File: src/rtl/fetch_prefetch_unit.sv
// Instruction fetch/prefetch stage: owns the fetch PC, keeps at most one memory
// read in flight and buffers returned words with their PCs for the issue handshake.
module fetch_prefetch_unit #(
    parameter int          DEPTH     = 4,
    parameter logic [31:0] RESET_PC  = 32'h0,
    parameter logic [31:0] NOP_INSTR = 32'h0
) (
    input  logic                       clk,
    input  logic                       rst,
    output logic                       mem_ren,
    output logic [31:0]                mem_raddr,
    input  logic [31:0]                mem_rdata,
    input  logic                       redirect_valid,
    input  logic [31:0]                redirect_pc,
    input  logic                       issue_ready,
    output logic                       issue_valid,
    output logic [31:0]                issue_instr,
    output logic [31:0]                issue_pc,
    output logic [$clog2(DEPTH+1)-1:0] occupancy
);
    localparam int PTR_W = $clog2(DEPTH);
    localparam int CNT_W = $clog2(DEPTH + 1);
    localparam logic [CNT_W:0] DEPTH_C = (CNT_W + 1)'(DEPTH);

    logic [31:0]      fetch_pc;
    logic             inflight_valid;
    logic [31:0]      inflight_pc;
    logic [PTR_W-1:0] rd_ptr;
    logic [PTR_W-1:0] wr_ptr;
    logic [CNT_W-1:0] count;
    logic [31:0]      instr_buf [DEPTH];
    logic [31:0]      pc_buf    [DEPTH];
    logic             pop;
    logic             push;
    logic [CNT_W:0]   credit;

    assign issue_valid = (count != '0);
    assign issue_instr = issue_valid ? instr_buf[rd_ptr] : NOP_INSTR;
    assign issue_pc    = issue_valid ? pc_buf[rd_ptr] : 32'h0;
    assign occupancy   = count;

    assign pop  = issue_valid & issue_ready & ~redirect_valid;
    assign push = inflight_valid & ~redirect_valid;

    // Buffered entries plus the word still in flight, less the one leaving now.
    assign credit    = {1'b0, count} + {{CNT_W{1'b0}}, inflight_valid} - {{CNT_W{1'b0}}, pop};
    assign mem_ren   = ~rst & (redirect_valid | (credit < DEPTH_C));
    assign mem_raddr = redirect_valid ? redirect_pc : fetch_pc;

    always_ff @(posedge clk or posedge rst) begin
        if (rst) begin
            fetch_pc       <= RESET_PC;
            inflight_valid <= 1'b0;
            rd_ptr         <= '0;
            wr_ptr         <= '0;
            count          <= '0;
        end else if (redirect_valid) begin
            fetch_pc       <= redirect_pc + 32'd1;
            inflight_valid <= 1'b1;
            rd_ptr         <= '0;
            wr_ptr         <= '0;
            count          <= '0;
        end else begin
            inflight_valid <= mem_ren;
            if (mem_ren) begin
                fetch_pc <= fetch_pc + 32'd1;
            end
            if (push) begin
                wr_ptr <= wr_ptr + PTR_W'(1);
            end
            if (pop) begin
                rd_ptr <= rd_ptr + PTR_W'(1);
            end
            if (push & ~pop) begin
                count <= count + CNT_W'(1);
            end else if (pop & ~push) begin
                count <= count - CNT_W'(1);
            end
        end
    end

    // Pure data: validity lives in inflight_valid and count, so no reset here.
    always_ff @(posedge clk) begin
        if (mem_ren) begin
            inflight_pc <= mem_raddr;
        end
        if (push) begin
            instr_buf[wr_ptr] <= mem_rdata;
            pc_buf[wr_ptr]    <= inflight_pc;
        end
    end

endmodule

File: config.mk
export PLATFORM = sky130hd
export DESIGN_NAME = fetch_prefetch_unit
export DESIGN_NICKNAME = d
export VERILOG_FILES = /design/src/rtl/fetch_prefetch_unit.sv
export SDC_FILE = /design/constraint.sdc
export NUM_CORES = 1
export LEC_CHECK = 0
export ABC_AREA = 1
export BUFFER_PORTS_ARGS = -buffer_cell sky130_fd_sc_hd__buf_2
export CORE_ASPECT_RATIO = 0.9
export CORE_MARGIN = 2
export CORE_UTILIZATION = 62
export CTS_BUF_LIST = sky130_fd_sc_hd__clkbuf_4
export CTS_CLUSTER_SIZE = 24
export DETAILED_ROUTE_END_ITERATION = 7
export HOLD_SLACK_MARGIN = 0.06
export PLACE_DENSITY_LB_ADDON = 0.08
export SYNTH_ARGS = -nofsm -noshare
export SYNTH_HDL_FRONTEND = slang
export SYNTH_SLANG_ARGS = --single-unit
export TNS_END_PERCENT = 10
File: constraint.sdc
create_clock -name clk -period 6.6 [get_ports clk]
set_input_delay 0.66 -clock clk [delete_from_list [all_inputs] [get_ports clk]]
set_output_delay 0.66 -clock clk [all_outputs]
set_load 0.005 [all_outputs]
Yosys cells after proc, flatten, opt, wreduce, memory -nomap -nowiden
Memory sizes are Yosys's and may differ from the RTL's. Index checks and enable logic that the tools add are counted.

Add/sub/neg operators: 8. Multipliers: 0. Div/mod/pow operators: 0. Order comparisons: 1. Equal/unequal tests: 0. Shift operators: 0. Muxes and demuxes: 15. Bitwise gates (word level): 11. Reductions and logical operators: 5.

Operators by type and width (count): 32-bit two-way mux (5); 32-bit by 1-bit adder with 32-bit output, second input constant (2); 3-bit two-way mux (3); 2-bit two-way mux (4); 1-bit AND (6); 2-bit nonzero test (3); 3-bit nonzero test (2); 2-bit by 1-bit adder with 2-bit output, second input constant (2); 3-bit by 1-bit adder with 4-bit output (1); 4-bit by 3-bit less-than comparator with 1-bit output, second input constant (1); 1-bit NOT (4); 4-bit by 1-bit subtractor with 4-bit output (1); 3-bit by 1-bit adder with 3-bit output, second input constant (1); 1-bit two-way mux (3); 3-bit by 1-bit subtractor with 3-bit output, second input constant (1); 1-bit OR (1).

Register bits: 72. Bits in latches: 0. Bits in writable memories: 256. Memory bits (read-only): 0. Input port bits: 68. Output and inout port bits: 101. Word-level logic and storage cells: 48. Memories: 2.

Memories: instr_buf (depth 4, bits a word 32, read ports 1, clocked after memory_dff 0, write ports 1, line 31) `logic [31:0] instr_buf [DEPTH];`; pc_buf (depth 4, bits a word 32, read ports 1, clocked after memory_dff 0, write ports 1, line 32) `logic [31:0] pc_buf [DEPTH];`.

Depth between registers and ports, before layout
Depth after elaboration: 9. Gate-level depth with buffers: 17. Mapped depth without buffers: 16.

Least setup slack after synthesis
OpenSTA, ideal clock, no wires.

Path kind: input to register. Start: input redirect_valid. End: memory instr_buf[0][0], enable pin. Library setup time: 0.486 ns. Arrival: 3.875 ns. Data required time: 6.114 ns. Setup slack: 2.239 ns. Stages: 5. Buffers on the path: 2. Cells stage by stage: buf_6 buf_6 nor2_1 inv_1 nor2_1.

Longest elaborated chain between the ends: 4.

RTL lines: start, declared (line 13) `input logic redirect_valid,`; 1-bit NOT (line 43) `assign push = inflight_valid & ~redirect_valid;`; 1-bit AND (line 43); 1-bit two-way mux (line 87) `if (push) begin`; 1-bit two-way mux (not written as such) (line 88) `instr_buf[wr_ptr] <= mem_rdata;`; end, declared (line 31).

Every way passes these cells.

Worst setup path in the final report
Start: register count[1], in the netlist occupancy[1]. End: output mem_ren.

Longest elaborated chain between the ends: 7. Elaborated cells between the ends (all ways): 8. Those cells by class: add/sub: 2; order compare: 1; bitwise: 4; reduce/logical: 1.

RTL lines: start, declared (line 30) `logic [CNT_W-1:0] count;`; start signal, assigned (line 75) `count <= count + CNT_W'(1);`; start signal, assigned (line 77) `count <= count - CNT_W'(1);`; parallel branches: the longest is 3 deep, another holds 3-bit by 1-bit adder with 4-bit output; 4-bit by 1-bit subtractor with 4-bit output * (line 46) `assign credit = {1'b0, count} + {{CNT_W{1'b0}}, inflight_valid} - {{CNT_W{1'b0}}, pop};`; 4-bit by 3-bit less-than comparator with 1-bit output * (line 47) `assign mem_ren = ~rst & (redirect_valid | (credit < DEPTH_C));`; 1-bit OR * (line 47); 1-bit AND * (line 47); end, declared (line 10) `output logic mem_ren,`.

Every way passes the cells marked *.

==> results.yml <==
cts:
  cts_buffers: 81
  htreeDepth: 3
  cts_tree: "built"
  path_clk_slew_ns: 0.07
  cts_root_buf: "clkbuf_4"
  clock_latency_ns: 0.66
  cts.sinks: 328
  clk_path_buf_depth: 3
  cts_resized: 0
grt:
  track_usage: 0.245
  overflow: 0
  grt_pass1_vias: 9402
  antenna_found_initial: 1
  grt_max_degree: 105
  grt_pass1_wl_um: 46000
hold_path:
  hold_path_class: "primary input to flop"
route:
  wl_per_cell_um: 15.6
  ant_nets: 0
  via_per_inst: 5.24
  vias: 9839
  drt_wl_total_um: 29200
  drt_iter0_markers: 843
  drt_pass1_iterations: 4
  post-route-drc-count: 0
die:
  dieArea_um2: 24100
  boundaryPins: 169
  initial_core_util: 0.631
  die_w_um: 163
  die_h_um: 148
  core_area_um2: 22500
  rows: 52
timing:
  hold_violations: 0
  fmaxAchievable_mhz: 228
  setup_viol_count_final: 0
  min_period_ns: 4.38
  final.period_utilization: 0.663
  setup_tns_ns: 0
  slew_headroom: 0.233
  slew_viol_final: 0
  worst_pin_slew_ns: 1.15
  clock_skew_ns: 0.0265
  hold_ws_ns: 0.215
  rsz0062_at_grt: "false"
critical_path:
  startpoint_type: "flop"
  timing.setup.critical_path_class: "flop to output pin"
  required_ns: 5.94
  crit_path_end_kind: "output pin"
  arrival_ns: 3.72
  crit_path_max_fanout: 65
layout:
  syn2layout_area_growth_pct: 15.0
  seqCellArea_um2: 9650
  nets: 1592
  layout_common_cells: "294 x nor2_1, 288 x edfxtp_1, 227 x nand2_1"
  fill_cells: 1612
  multi_input_area_um2: 4080
  drive_gt1_frac: 0.248
  final_common_cell: "nor2_1"
synth:
  async_reset_ff_frac: 0.122
  synth_area_um2: 14200
  synth_ff_type: "edfxtp_1"
  seq_area_frac_synth: 0.680
  syn-num-nets: 1389
  ys_seq_elements: 328
  syn_avg_cell_area_um2: 10.8
  ys_warn_count: 0
  syn-instance-count: 1312
  synth_edf_count: 288
  synth_cell_types: 32
power_and_ir_drop:
  p_leak_uw: 0.00655
  swShare: 0.322
  p_sw_uw: 1950
  combinationalPowerShare: 0.259
  powerDensity_nw_per_um2: 371
  peakVddDrop_mv: 0.211
  p_seq_frac: 0.466
  power.internal_uw: 4100
  p_clk_frac: 0.275
place:
  dpl.hpwl_um: 17300
  numPortBuffers: 168
  place_congestion: 0.900
outcome:
  status: "completed"
flow_run:
  cap_violations: 0
[synth_stat cells (2+ instances only)]
master    count  area (µm²)
nor2_4        8        90.1
edfxtp_1    288        8650
buf_6         6        67.6
nor3_1        2        10.0
nand2_1     227         852
xnor2_1       4        35.0
nor2_1      298        1120
buf_2         5        25.0
nand2_2      36         225
nand2_4      13         146
clkbuf_1     36         135
ha_1          8         100
dfrtp_1      40        1000
nor2_2       15        93.8
xor2_1       11        96.3
buf_1        14        52.6
inv_2         3        11.3
o21ai_0     142         711
a21oi_1      66         330
inv_1        51         191
nand3_1      28         140
[power groups by stage]
stage / logic, µW / registers, µW / clock network (µW)
after detailed placement: 1570 / 2860 / 0
after CTS: 1580 / 2820 / 1710
after global routing: 1760 / 2860 / 1820
after floorplan: 988 / 2820 / 0
after global placement: 1550 / 2850 / 0
final: 1570 / 2820 / 1670
[state kept, by name, summed over array words and instances (netlist names)]
name	count
pc_buf	128
inflight_valid	1
wr_ptr	2
occupancy	3
instr_buf	128
rd_ptr	2
inflight_pc	32
fetch_pc	32
[per-stage QoR]
step	instances	power (µW)	utilization	instance area, µm²	setup slack (ns)
5_1_grt	1877	6440	0.725	16300	1.94
3_3_place_gp	1728	4400	0.678	15300	2.54
3_5_place_dp	1728	4430	0.678	15300	2.34
6_report	1877	6060	0.725	16300	2.22
4_1_cts	1875	6110	0.725	16300	2.11
2_1_floorplan	1312	3800	-	14200	2.24
[cell type report]
type,count,share of cell area
inverter,55,0.0127
sequential,328,0.591
multi-input combinational,867,0.250
timing repair buffer,182,0.0581
clock buffer,113,0.0520
tap,297,0.0228
antenna,2,0.000307
clock inverter,33,0.0127
[per-layer routing]
metal,routed length (µm),up-vias,global-route usage
li1,-,4890,-
met1,12600,4530,0.342
met2,13800,373,0.384
met3,2060,46,0.0435
met4,716,0,0.107
met5,0,-,0
[final timing paths]
check	from	endpoint	slack (ns)	cells after the start
max in group asynchronous	rst	rd_ptr[0]	5.42	4
worst max-delay path	occupancy[1]	mem_ren	2.22	14
worst min-delay path	mem_rdata[2]	instr_buf[0][2]	0.21	1
worst max register to register	occupancy[1]	fetch_pc[6]	2.45	16
min in group asynchronous	rst	occupancy[2]	0.50	3
worst min register to register	fetch_pc[31]	fetch_pc[31]	0.48	2
[cell families (layout without fill, tap and decap cells)]
kind of cell,count (synthesis),after routing,synth area share
DFF,328,328,0.680
xor gates and xnor gates,15,15,0.00926
adders and majority gates,9,9,0.00846
buffers and inverters,117,383,0.0357
and+or+nand+nor,630,630,0.191
other,0,2,0
AOI/OAI and AO/OA,213,213,0.0759
[worst max-delay path, cell delays in order, from the launching register on]
cell      delay, ns
dfrtp_1        0.41
nor3_2         0.17
buf_4          0.66
inv_1          0.12
nand2_1        0.16
nor2_1         0.06
ha_1           0.19
inv_1          0.05
ha_1           0.21
nand3_1        0.10
o211ai_1       0.09
nand2_1        0.06
nand2_1        0.10
a21oi_4        0.46
buf_2          0.22
[repair_timing]
| action | CTS | global route |
|---|---|---|
| hold buffers | 1 | 0 |
| hold endpoints to repair | 3 | 0 |
| buffers inserted | 0 | 0 |
No activity file was read; power rests on OpenSTA's default activity.
